$ cat src/rtl/mc_main_fsm_if.sv
// -----------------------------------------------------------------------------
// mc_main_fsm_if
//   Request/ready handshake between the main controller FSM and the stallable
//   unified instruction/data memory.
//
//   Signals
//     mem_req   : controller -> memory, an access is pending this cycle
//     mem_ready : memory -> controller, the pending access completes this cycle
//
//   Modports
//     master : controller side (drives mem_req, samples mem_ready)
//     slave  : memory side     (samples mem_req, drives mem_ready)
// -----------------------------------------------------------------------------
interface mc_main_fsm_if;
    logic mem_req;
    logic mem_ready;

    modport master (output mem_req, input mem_ready);
    modport slave  (input mem_req, output mem_ready);
endinterface : mc_main_fsm_if

$ cat src/rtl/mc_main_fsm.sv
// -----------------------------------------------------------------------------
// mc_main_fsm
//   Main sequencing FSM of the multi-cycle RV32I controller. Decodes the opcode
//   and steps the shared datapath through fetch, decode, execute, memory and
//   writeback. Memory accesses use a req/ready handshake with an optional
//   timeout; an illegal opcode or a timed-out access parks the FSM in TRAP
//   until reset. Completed instructions are counted in instret.
//
//   Parameters
//     CNT_W   : width of the retired-instruction counter
//     TIMEOUT : max wait cycles for mem_ready per access, 0 disables
//
//   Ports
//     clk, reset_n : clock (rising edge), asynchronous active-low reset
//     op           : opcode bits [6:0] from the instruction register
//     zero         : ALU zero flag (used by BEQ)
//     mem          : memory handshake (mem_req out, mem_ready in)
//     PCWrite      : PC enable = PCUpdate | (Branch & zero)
//     AdrSrc       : memory address select, 0 = PC, 1 = ALUOut
//     MemWrite     : memory write strobe
//     IRWrite      : instruction register / OldPC enable
//     RegWrite     : register file write enable
//     ResultSrc    : 00 = ALUOut, 01 = Data, 10 = ALUResult
//     ALUSrcA      : 00 = PC, 01 = OldPC, 10 = RD1
//     ALUSrcB      : 00 = RD2, 01 = ImmExt, 10 = constant 4
//     ALUOp        : 00 = add, 01 = sub, 10 = funct-decoded, 11 = lui
//     retire       : one-cycle pulse in the cycle an instruction completes
//     instret      : retired-instruction count, wraps to 0
//     halted       : FSM is in TRAP
//     trap_cause   : 00 = none, 01 = illegal opcode, 10 = memory timeout
// -----------------------------------------------------------------------------
module mc_main_fsm #(
    parameter int CNT_W   = 32,
    parameter int TIMEOUT = 255
) (
    input  logic             clk,
    input  logic             reset_n,
    input  logic [6:0]       op,
    input  logic             zero,
    mc_main_fsm_if.master    mem,
    output logic             PCWrite,
    output logic             AdrSrc,
    output logic             MemWrite,
    output logic             IRWrite,
    output logic             RegWrite,
    output logic [1:0]       ResultSrc,
    output logic [1:0]       ALUSrcA,
    output logic [1:0]       ALUSrcB,
    output logic [1:0]       ALUOp,
    output logic             retire,
    output logic [CNT_W-1:0] instret,
    output logic             halted,
    output logic [1:0]       trap_cause
);

    localparam logic [6:0] OP_LOAD   = 7'b0000011;
    localparam logic [6:0] OP_STORE  = 7'b0100011;
    localparam logic [6:0] OP_RTYPE  = 7'b0110011;
    localparam logic [6:0] OP_ITYPE  = 7'b0010011;
    localparam logic [6:0] OP_BRANCH = 7'b1100011;
    localparam logic [6:0] OP_JAL    = 7'b1101111;
    localparam logic [6:0] OP_LUI    = 7'b0110111;

    localparam logic [1:0] CAUSE_NONE    = 2'b00;
    localparam logic [1:0] CAUSE_ILLEGAL = 2'b01;
    localparam logic [1:0] CAUSE_TIMEOUT = 2'b10;

    // Wait counter only needs to reach TIMEOUT; keep at least one bit.
    localparam int              WAIT_W   = (TIMEOUT > 0) ? $clog2(TIMEOUT + 1) : 1;
    localparam logic [WAIT_W-1:0] WAIT_MAX = WAIT_W'(TIMEOUT);

    typedef enum logic [3:0] {
        S_IDLE, S_FETCH, S_DECODE, S_MEMADR, S_MEMREAD, S_MEMWB, S_MEMWRITE,
        S_EXECR, S_EXECI, S_LUI, S_JAL, S_ALUWB, S_BEQ, S_TRAP
    } state_e;

    state_e             state_q, state_d;
    logic [WAIT_W-1:0]  wait_q, wait_d;
    logic [1:0]         cause_q, cause_d;
    logic [CNT_W-1:0]   instret_q;

    logic pc_update;
    logic branch;
    logic waiting;
    logic timed_out;

    // NOTE: all state lives in one async-reset block with non-blocking
    // assignments so every register samples the pre-edge values of the others.
    always_ff @(posedge clk or negedge reset_n) begin
        if (!reset_n) begin
            state_q   <= S_IDLE;
            wait_q    <= '0;
            cause_q   <= CAUSE_NONE;
            instret_q <= '0;
        end else begin
            state_q   <= state_d;
            wait_q    <= wait_d;
            cause_q   <= cause_d;
            instret_q <= instret_q + CNT_W'(retire);
        end
    end

    // NOTE: every output of this block gets a default before the case so no
    // path through it can leave a signal unassigned and infer a latch.
    always_comb begin
        state_d     = state_q;
        cause_d     = cause_q;
        wait_d      = wait_q;
        mem.mem_req = 1'b0;
        pc_update   = 1'b0;
        branch      = 1'b0;
        AdrSrc      = 1'b0;
        MemWrite    = 1'b0;
        IRWrite     = 1'b0;
        RegWrite    = 1'b0;
        ResultSrc   = 2'b00;
        ALUSrcA     = 2'b00;
        ALUSrcB     = 2'b00;
        ALUOp       = 2'b00;
        retire      = 1'b0;

        waiting   = (state_q == S_FETCH) || (state_q == S_MEMREAD) ||
                    (state_q == S_MEMWRITE);
        // A ready in the same cycle the count hits the limit wins over timeout.
        timed_out = (TIMEOUT != 0) && (wait_q == WAIT_MAX) && !mem.mem_ready;

        case (state_q)
            S_IDLE: state_d = S_FETCH;

            S_FETCH: begin
                mem.mem_req = 1'b1;
                ALUSrcB     = 2'b10;
                ResultSrc   = 2'b10;
                if (mem.mem_ready) begin
                    IRWrite   = 1'b1;
                    pc_update = 1'b1;
                    state_d   = S_DECODE;
                end else if (timed_out) begin
                    state_d = S_TRAP;
                    cause_d = CAUSE_TIMEOUT;
                end
            end

            S_DECODE: begin
                ALUSrcA = 2'b01;
                ALUSrcB = 2'b01;
                case (op)
                    OP_LOAD, OP_STORE: state_d = S_MEMADR;
                    OP_RTYPE:          state_d = S_EXECR;
                    OP_ITYPE:          state_d = S_EXECI;
                    OP_BRANCH:         state_d = S_BEQ;
                    OP_JAL:            state_d = S_JAL;
                    OP_LUI:            state_d = S_LUI;
                    default: begin
                        state_d = S_TRAP;
                        cause_d = CAUSE_ILLEGAL;
                    end
                endcase
            end

            S_MEMADR: begin
                ALUSrcA = 2'b10;
                ALUSrcB = 2'b01;
                state_d = (op == OP_LOAD) ? S_MEMREAD : S_MEMWRITE;
            end

            S_MEMREAD: begin
                mem.mem_req = 1'b1;
                AdrSrc      = 1'b1;
                if (mem.mem_ready) begin
                    state_d = S_MEMWB;
                end else if (timed_out) begin
                    state_d = S_TRAP;
                    cause_d = CAUSE_TIMEOUT;
                end
            end

            S_MEMWB: begin
                ResultSrc = 2'b01;
                RegWrite  = 1'b1;
                retire    = 1'b1;
                state_d   = S_FETCH;
            end

            S_MEMWRITE: begin
                // Address and strobe stay stable for the whole stalled access.
                mem.mem_req = 1'b1;
                AdrSrc      = 1'b1;
                MemWrite    = 1'b1;
                if (mem.mem_ready) begin
                    retire  = 1'b1;
                    state_d = S_FETCH;
                end else if (timed_out) begin
                    state_d = S_TRAP;
                    cause_d = CAUSE_TIMEOUT;
                end
            end

            S_EXECR: begin
                ALUSrcA = 2'b10;
                ALUOp   = 2'b10;
                state_d = S_ALUWB;
            end

            S_EXECI: begin
                ALUSrcA = 2'b10;
                ALUSrcB = 2'b01;
                ALUOp   = 2'b10;
                state_d = S_ALUWB;
            end

            S_LUI: begin
                ALUSrcB = 2'b01;
                ALUOp   = 2'b11;
                state_d = S_ALUWB;
            end

            S_JAL: begin
                // ALU forms OldPC+4 (link) while PC takes the jump target in ALUOut.
                ALUSrcA   = 2'b01;
                ALUSrcB   = 2'b10;
                pc_update = 1'b1;
                state_d   = S_ALUWB;
            end

            S_ALUWB: begin
                RegWrite = 1'b1;
                retire   = 1'b1;
                state_d  = S_FETCH;
            end

            S_BEQ: begin
                ALUSrcA = 2'b10;
                ALUOp   = 2'b01;
                branch  = 1'b1;
                retire  = 1'b1;
                state_d = S_FETCH;
            end

            S_TRAP: state_d = S_TRAP;

            default: state_d = S_IDLE;
        endcase

        // Counter restarts on entry to a waiting state and counts stall cycles.
        if (state_d != state_q) begin
            wait_d = '0;
        end else if (waiting && !mem.mem_ready && (wait_q != WAIT_MAX)) begin
            wait_d = wait_q + 1'b1;
        end
    end

    assign PCWrite    = pc_update | (branch & zero);
    assign instret    = instret_q;
    assign halted     = (state_q == S_TRAP);
    assign trap_cause = cause_q;

endmodule : mc_main_fsm

$ cat src/flat_wrapper.sv
// flat-port wrapper written by rule: the top's interface ports become plain ports
module mc_main_fsm_flat 
#(
    parameter int CNT_W   = 32,
    parameter int TIMEOUT = 255
)
  (clk, reset_n, op, zero, PCWrite, AdrSrc, MemWrite, IRWrite, RegWrite, ResultSrc, ALUSrcA, ALUSrcB, ALUOp, retire, instret, halted, trap_cause, mem_mem_req, mem_mem_ready);
  mc_main_fsm_if mem_i ();
  input  logic clk;
  input  logic reset_n;
  input  logic [6:0] op;
  input  logic zero;
  output logic PCWrite;
  output logic AdrSrc;
  output logic MemWrite;
  output logic IRWrite;
  output logic RegWrite;
  output logic [1:0] ResultSrc;
  output logic [1:0] ALUSrcA;
  output logic [1:0] ALUSrcB;
  output logic [1:0] ALUOp;
  output logic retire;
  output logic [CNT_W-1:0] instret;
  output logic halted;
  output logic [1:0] trap_cause;
  output wire logic [$bits(mem_i.mem_req)-1:0] mem_mem_req;
  input wire logic [$bits(mem_i.mem_ready)-1:0] mem_mem_ready;
  assign mem_mem_req = mem_i.mem_req;
  assign mem_i.mem_ready = mem_mem_ready;
  mc_main_fsm #(.CNT_W(CNT_W), .TIMEOUT(TIMEOUT)) u_core (.clk(clk), .reset_n(reset_n), .op(op), .zero(zero), .mem(mem_i), .PCWrite(PCWrite), .AdrSrc(AdrSrc), .MemWrite(MemWrite), .IRWrite(IRWrite), .RegWrite(RegWrite), .ResultSrc(ResultSrc), .ALUSrcA(ALUSrcA), .ALUSrcB(ALUSrcB), .ALUOp(ALUOp), .retire(retire), .instret(instret), .halted(halted), .trap_cause(trap_cause));
endmodule
$ cat config.mk
export PLATFORM = sky130hd
export DESIGN_NAME = mc_main_fsm_flat
export DESIGN_NICKNAME = d
export VERILOG_FILES = /design/src/rtl/mc_main_fsm_if.sv /design/src/rtl/mc_main_fsm.sv /design/src/flat_wrapper.sv
export SDC_FILE = /design/constraint.sdc
export NUM_CORES = 1
export LEC_CHECK = 0
export CAP_MARGIN = 40
export CORE_AREA = 2 2 79 81
export DETAILED_ROUTE_END_ITERATION = 10
export DIE_AREA = 0 0 81 83
export GPL_ROUTABILITY_DRIVEN = 0
export PLACE_DENSITY = 0.75
export RECOVER_POWER = 25
export SETUP_SLACK_MARGIN = 0.15
export SLEW_MARGIN = 20
export SYNTH_ARGS = -nofsm -noshare
export SYNTH_HDL_FRONTEND = slang
export SYNTH_SLANG_ARGS = --single-unit
$ cat constraint.sdc
create_clock -name clk -period 3.1 [get_ports clk]
set_clock_uncertainty 0.2 [all_clocks]
set_input_delay 0.62 -clock clk [delete_from_list [all_inputs] [get_ports clk]]
set_output_delay 0.62 -clock clk [all_outputs]
set_load 0.03 [all_outputs]
==> impl_metrics.json, run 1 <==
{
  "ys_ff_latch": 46,
  "cp-end-kind": "output pin",
  "grt_pass1_vias": 2101,
  "synth_top_family_by_area": "simple AND/OR/NAND/NOR gates",
  "synthAdderAreaFrac_pct": 1.48,
  "wl_per_cell_um": 13.8,
  "timing.fmax_mhz": 353,
  "drc": 0,
  "powerDensity_mw_per_mm2": 710,
  "cts_max_level": 2,
  "cts_hold_repair.buffers": 0,
  "core-area_sq_mm": 0.00582,
  "grt_max_degree": 33,
  "ant_nets": 0,
  "yosys-top-cells-area": "dfrtp_1 (45%), xnor2_1 (11%), nand3_1 (4.5%), nand2_1 (3.8%), nor2_1 (3.8%)",
  "fp.dieH_um": 83,
  "antennaDiodeCount": 0,
  "antenna_found_initial": 0,
  "seq_area_sq_mm": 0.00115,
  "leakage_nw": 1.36,
  "worstPathMaxFanout": 12,
  "synth_cell_types": 44,
  "syn_area_per_cell_sq_um": 9.26,
  "path_cells": "buf_4 -> nand2b_1 -> nor2_1 -> clkdlybuf4s50_1",
  "min_period_over_period_pct": 91.5,
  "hold_path_class": "input pin to asynchronous set/reset pin",
  "final_hold_viol_count": 0,
  "critPathMaxStageDelay_ns": 0.69,
  "hpwl_um": 4350,
  "crit_arrival_ns": 2.02,
  "synth_top_area_share_pct": 45.4,
  "start_util_pct": 43.6,
  "multi_input_area_sq_mm": 0.00133,
  "max-slew-margin-rel_pct": 43.0,
  "synth-simple-area-share_pct": 26.8,
  "dr.pass1.iters": 4,
  "timing.hold.ws_ns": 0.205,
  "rows": 28,
  "ys_seq_area_share_pct": 45.4,
  "clock_latency_ns": 0.29,
  "die_area_sq_mm": 0.00672,
  "cp_slowest_cell": "clkdlybuf4s50_1",
  "io_pins": 61,
  "irDropWorstVdd_v": 0.000548,
  "grt_pass1_wl_um": 9950,
  "port_buffers": 60,
  "cp_top_family": "buffers and inverters",
  "synth-xor-area-share_pct": 12.8,
  "layout_min_cycle_time_ns": 2.84,
  "synth_mux_area_share_pct": 0,
  "cts_buffer_depth": 2,
  "die_x_um": 81,
  "drt-total-wl_um": 5810,
  "via_per_inst": 5.45,
  "syn_inst": 274,
  "status": "finished clean",
  "tightestPinTransition_ns": 0.855,
  "cts_sinks": 46,
  "synth-compound-area-share_pct": 10.8,
  "crit_buf_inv": 2,
  "drt_iter0_markers": 186,
  "nNetsFinal": 358,
  "n_fill_cell": 549,
  "timing_worst_setup_path_type": "flip-flop to output pin",
  "syn-num-nets": 288,
  "area_growth_pct": 33.7,
  "synth_area_sq_mm": 0.00254,
  "rsz0062_at_grt": "false",
  "drv_slew": 0,
  "grt_usage_pct": 18.3,
  "yosysWarnings": 0,
  "setup_viol": 0,
  "drv_cap": 0,
  "cts_buffers": 5,
  "cts_root_buf": "clkbuf_8",
  "async_flop_share_pct": 100,
  "drive_gt1_share_pct": 10.7,
  "vias": 2288,
  "finalSetupTns_ns": 0,
  "ys.flop_type": "dfrtp_1",
  "crit_required_ns": 2.28,
  "cts_tree": "done",
  "synth_top_area_cell": "dfrtp_1",
  "clk_pin_slew_ns": 0.08,
  "grt_overflow": 0,
  "worstSetupStartpointType": "flip-flop",
  "synth_edf_count": 0
}
-- timing repair --
action,in CTS,in global routing
buffers inserted,0,0
gates resized for setup,3,3
setup endpoints to repair,4,22
-- sequential cells by signal, indices dropped and copies added, names as in the netlist --
signal,cells
u_core.wait_q,8
u_core.trap_cause,2
u_core.state_q,4
u_core.instret,32
-- cells in the mapped netlist (2+ instances only) --
master / number
a211oi_1: 2
a21oi_1: 8
and3_1: 4
and4_1: 2
buf_2: 2
clkbuf_1: 7
dfrtp_1: 46
ha_1: 3
inv_1: 6
nand2_1: 26
nand2b_1: 6
nand3_1: 23
nand4_1: 13
nor2_1: 26
nor2b_1: 4
nor3_1: 9
nor3_2: 2
nor3b_1: 3
nor4_1: 5
o21ai_0: 14
o22ai_1: 3
or2_2: 3
xnor2_1: 33
xor2_1: 4
-- layer usage --
metal  part of all wire [%]  track usage [%]
met2                     50             28.8
met3                    3.3             3.37
met4                    1.3             5.08
met5                      0                0
met1                     45             25.7
-- worst register-to-register path, delay by kind of cell, from the launching register on --
kind / cells / cell delay, ns
xor gates and xnor gates: 1 / 0.15
adders and majority gates: 2 / 0.34
AOI/OAI and AO/OA: 1 / 0.12
and+or+nand+nor: 6 / 1.03
buffers and inverters: 1 / 0.11
DFF: 1 / 0.54
-- cell families after synthesis --
family / after synthesis
AND/OR/NAND/NOR: 130
flip-flops: 46
AO/OA/AOI/OAI: 42
XOR/XNOR: 37
buffers and inverters: 16
adder cells (fa/ha/maj): 3
-- through the flow --
step / worst slack (ns) / cell area [sq um] / utilization, % / power (W) / instances
2_1_floorplan: 0.174 / 2550 / - / 0.00159 / 274
3_3_place_gp: 0.144 / 3280 / 56.4 / 0.00203 / 411
3_5_place_dp: 0.141 / 3300 / 56.7 / 0.00205 / 412
4_1_cts: 0.154 / 3390 / 58.3 / 0.00242 / 420
5_1_grt: 0.182 / 3390 / 58.3 / 0.00256 / 420
6_report: 0.263 / 3390 / 58.3 / 0.00241 / 420
-- cells in the final DEF, fill, tap and decap left out, types with 2 or more instances in the layout --
cell and n:
clkdlybuf4s50_1 55, dfrtp_1 43, xnor2_1 33, nand2_1 26, nor2_1 25, nand3_1 23, o21ai_0 14, buf_4 14
nand4_1 13, nor3_1 9, a21oi_1 8, nand2b_1 6, inv_1 6, clkbuf_8 6, nor4_1 5, and3_1 4
xor2_1 4, nor2b_1 3, or2_2 3, nor3b_1 3, o22ai_1 3, ha_1 3, dfrtp_2 3, a211oi_1 2
and4_1 2, clkbuf_1 2, dlygate4sd2_1 2
-- final timing paths --
path	startpoint	end	slack, ns	depth (start not counted)
worst max-delay path	u_core.state_q[0]	MemWrite	0.26	4
worst min-delay path	reset_n	u_core.instret[19]	0.20	1
worst max register to register	u_core.state_q[1]	u_core.instret[18]	0.49	11
worst min register to register	u_core.instret[31]	u_core.instret[31]	0.27	1
max in group asynchronous	reset_n	u_core.state_q[0]	1.83	2
min in group clk	u_core.instret[31]	u_core.instret[31]	0.27	1
-- layout make-up --
cell class | count | share of cell area [%]
clock buffer | 7 | 2.55
clock inverter | 1 | 0.148
inverter | 6 | 0.664
multi-input combinational | 212 | 39.3
sequential | 46 | 34.0
tap | 75 | 2.77
timing repair buffer | 73 | 20.5
-- where the power goes --
group | leakage (nW) | internal [W] | switching (W)
clock network | 0.0482 | 0.000180 | 0.000191
logic | 0.692 | 0.000507 | 0.000728
registers | 0.619 | 0.000677 | 0.000125
No activity file was read; power rests on OpenSTA's default activity.
==> inputs of run 2 (changes only) <==
--- a/config.mk
+++ b/config.mk
@@ -5,12 +5,13 @@
 export SDC_FILE = /design/constraint.sdc
 export NUM_CORES = 1
 export LEC_CHECK = 0
+export ABC_AREA = 1
 export CAP_MARGIN = 40
-export CORE_AREA = 2 2 79 81
+export CORE_AREA = 2 2 82 84
 export DETAILED_ROUTE_END_ITERATION = 10
-export DIE_AREA = 0 0 81 83
+export DIE_AREA = 0 0 84 86
 export GPL_ROUTABILITY_DRIVEN = 0
-export PLACE_DENSITY = 0.75
+export PLACE_DENSITY = 0.74
 export RECOVER_POWER = 25
 export SETUP_SLACK_MARGIN = 0.15
 export SLEW_MARGIN = 20
==> run 2 against run 1 <==
Against the previous run:
- global-route usage is 0.39 points higher
- via count is 9.6% higher
- power is 0.95% lower
- synthesized cell count is 29% higher
- maximum frequency is 1.7% higher
- flip-flop and latch count stayed put
- register-to-register slack worse by 0.16 ns
- critical endpoint is now ResultSrc[1]
- largest cell class unchanged
==> impl_metrics.json, run 2 <==
{
  "status": "finished clean",
  "drv_slew": 0,
  "start_util_pct": 43.8,
  "synth_top_area_cell": "dfrtp_1",
  "worstSetupStartpointType": "flip-flop",
  "crit_required_ns": 2.28,
  "max-slew-margin-rel_pct": 11.3,
  "syn_area_per_cell_sq_um": 7.79,
  "ys.flop_type": "dfrtp_1",
  "final_hold_viol_count": 0,
  "worstPathMaxFanout": 5,
  "hold_path_class": "flip-flop to flip-flop",
  "drt_iter0_markers": 100,
  "cts_buffer_depth": 2,
  "syn_inst": 353,
  "die_area_sq_mm": 0.00722,
  "core-area_sq_mm": 0.00628,
  "tightestPinTransition_ns": 1.33,
  "netlist_top_cells_count": "nand2_1 (91), dfrtp_1 (46), nor2_1 (41)",
  "hpwl_um": 5170,
  "ys_seq_area_share_pct": 41.9,
  "layout_min_cycle_time_ns": 2.79,
  "synth_edf_count": 0,
  "synth_cell_types": 31,
  "drc": 0,
  "largest_reg_flops": 32,
  "startpoint": "u_core.state_q[2]",
  "drv_cap": 0,
  "fp.dieH_um": 86,
  "cts_hold_repair.buffers": 0,
  "min_period_over_period_pct": 90.0,
  "grt_pass1_wl_um": 11100,
  "n_fill_cell": 572,
  "io_pins": 61,
  "clk_pin_slew_ns": 0.09,
  "cts_sinks": 46,
  "syn-num-nets": 367,
  "cts_root_buf": "clkbuf_8",
  "setup_viol": 0,
  "layout_commonest_cell": "nand2_1",
  "yosys-top-cells-area": "dfrtp_1 (42%), nand2_1 (12%), xor2_1 (8.0%), nor2_1 (5.6%), inv_1 (5.3%)",
  "powerDensity_mw_per_mm2": 649,
  "vias": 2507,
  "rows": 29,
  "grt_pass1_vias": 2512,
  "timing.fmax_mhz": 358,
  "ys_ff_latch": 46,
  "cts_tree": "done",
  "cp-end-kind": "output pin",
  "r2r_start": "u_core.state_q[0]",
  "grt_max_degree": 25,
  "drt-total-wl_um": 6560,
  "ant_nets": 0,
  "antennaDiodeCount": 0,
  "crit_arrival_ns": 1.97,
  "clock_latency_ns": 0.29,
  "timing.hold.ws_ns": 0.271,
  "rsz0062_at_grt": "false",
  "leakage_nw": 1.82,
  "via_per_inst": 4.90,
  "cts_buffers": 5,
  "yosysWarnings": 0,
  "die_x_um": 84,
  "grt_overflow": 0,
  "nNetsFinal": 448,
  "drive_gt1_share_pct": 15.2,
  "antenna_found_initial": 0,
  "timing_worst_setup_path_type": "flip-flop to output pin",
  "layout_common_cells": "nand2_1 (89), clkdlybuf4s50_1 (55), dfrtp_1 (43)",
  "hold_start": "u_core.instret[31]",
  "cts_max_level": 2,
  "yosys.cell_count.top_type": "nand2_1",
  "async_flop_share_pct": 100,
  "synth_area_sq_mm": 0.00275,
  "dr.pass1.iters": 4,
  "irDropWorstVdd_v": 0.000615,
  "grt_usage_pct": 18.7,
  "wl_per_cell_um": 12.8,
  "port_buffers": 60,
  "finalSetupTns_ns": 0,
  "area_growth_pct": 33.7,
  "synth_top_area_share_pct": 41.9
}
==> run 2: cell types whose count changed after synthesis, moves of 7 or more <==
cell / before / now
nor2_1: 26 / 41
nand2_1: 26 / 91
nor2_2: 0 / 9
xnor2_1: 33 / 10
nand2_2: 0 / 10
o21ai_0: 14 / 6
xor2_1: 4 / 25
inv_1: 6 / 39
clkbuf_1: 7 / 0
==> run 2: layout make-up <==
type                    count  area [sq um]  share of cell area, %
clock buffers               7          86.3                   2.35
multi-input cells         261          1450                   39.5
repair buffers             76           709                   19.3
well taps                  77          96.3                   2.62
flip-flops and latches     46          1150                   31.4
inverters                  44           171                   4.66
clock inverters             1          5.00                  0.136
==> run 2: report_power, final <==
part	switching, W	internal (W)
sequential	0.0000994	0.000671
combinational	0.000772	0.000472
clock	0.000192	0.000180
==> run 2: metal layers <==
layer  up-vias  wire [um]  track usage (%)
met5         -          0                0
li1       1283          -                -
met2        77       3220             33.7
met4         0         95             5.87
met1      1138       2900             22.3
met3         9        336             4.14
==> run 2: stage by stage <==
step	total power, W	util [%]	area, sq um	worst slack, ns	cells
after detailed placement	0.00199	56.7	3560	0.00973	502
final	0.00239	58.6	3680	0.310	512
after global placement	0.00198	56.2	3530	0.0583	501
after global routing	0.00255	58.6	3680	0.123	512
after CTS	0.00236	58.1	3640	0.223	510
after floorplan	0.00158	-	2770	0.0813	353
==> run 2: path summary, 6_finish.rpt <==
| check | end | slack [ns] | depth (start not counted) |
|---|---|---|---|
| worst max-delay path | ResultSrc[1] | 0.31 | 5 |
| worst min register to register | u_core.instret[31] | 0.27 | 1 |
| min in group asynchronous | u_core.instret[6] | 0.32 | 1 |
| max in group asynchronous | u_core.instret[20] | 0.60 | 2 |
| worst max register to register | u_core.instret[20] | 0.33 | 18 |
| worst min-delay path | u_core.instret[31] | 0.27 | 1 |
==> run 2: cell families after synthesis <==
group | after synthesis | synth area share, %
buf+inv | 46 | 7.05
simple gates | 208 | 35.3
fa+ha+maj | 3 | 1.37
compound gates | 15 | 3.28
xor+xnor | 35 | 11.2
flops | 46 | 41.9
==> run 2: what timing repair did <==
action / in CTS / in global routing
setup endpoints to repair: 3 / 10
pin swaps: 0 / 3
setup buffers: 0 / 2
resized for setup: 3 / 14
==> run 2: worst max-delay path, stage by stage (launching register included) <==
cell,delay (ns)
dfrtp_1,0.46
buf_4,0.19
nor2_4,0.11
inv_2,0.07
nor2_2,0.15
clkdlybuf4s50_1,0.70
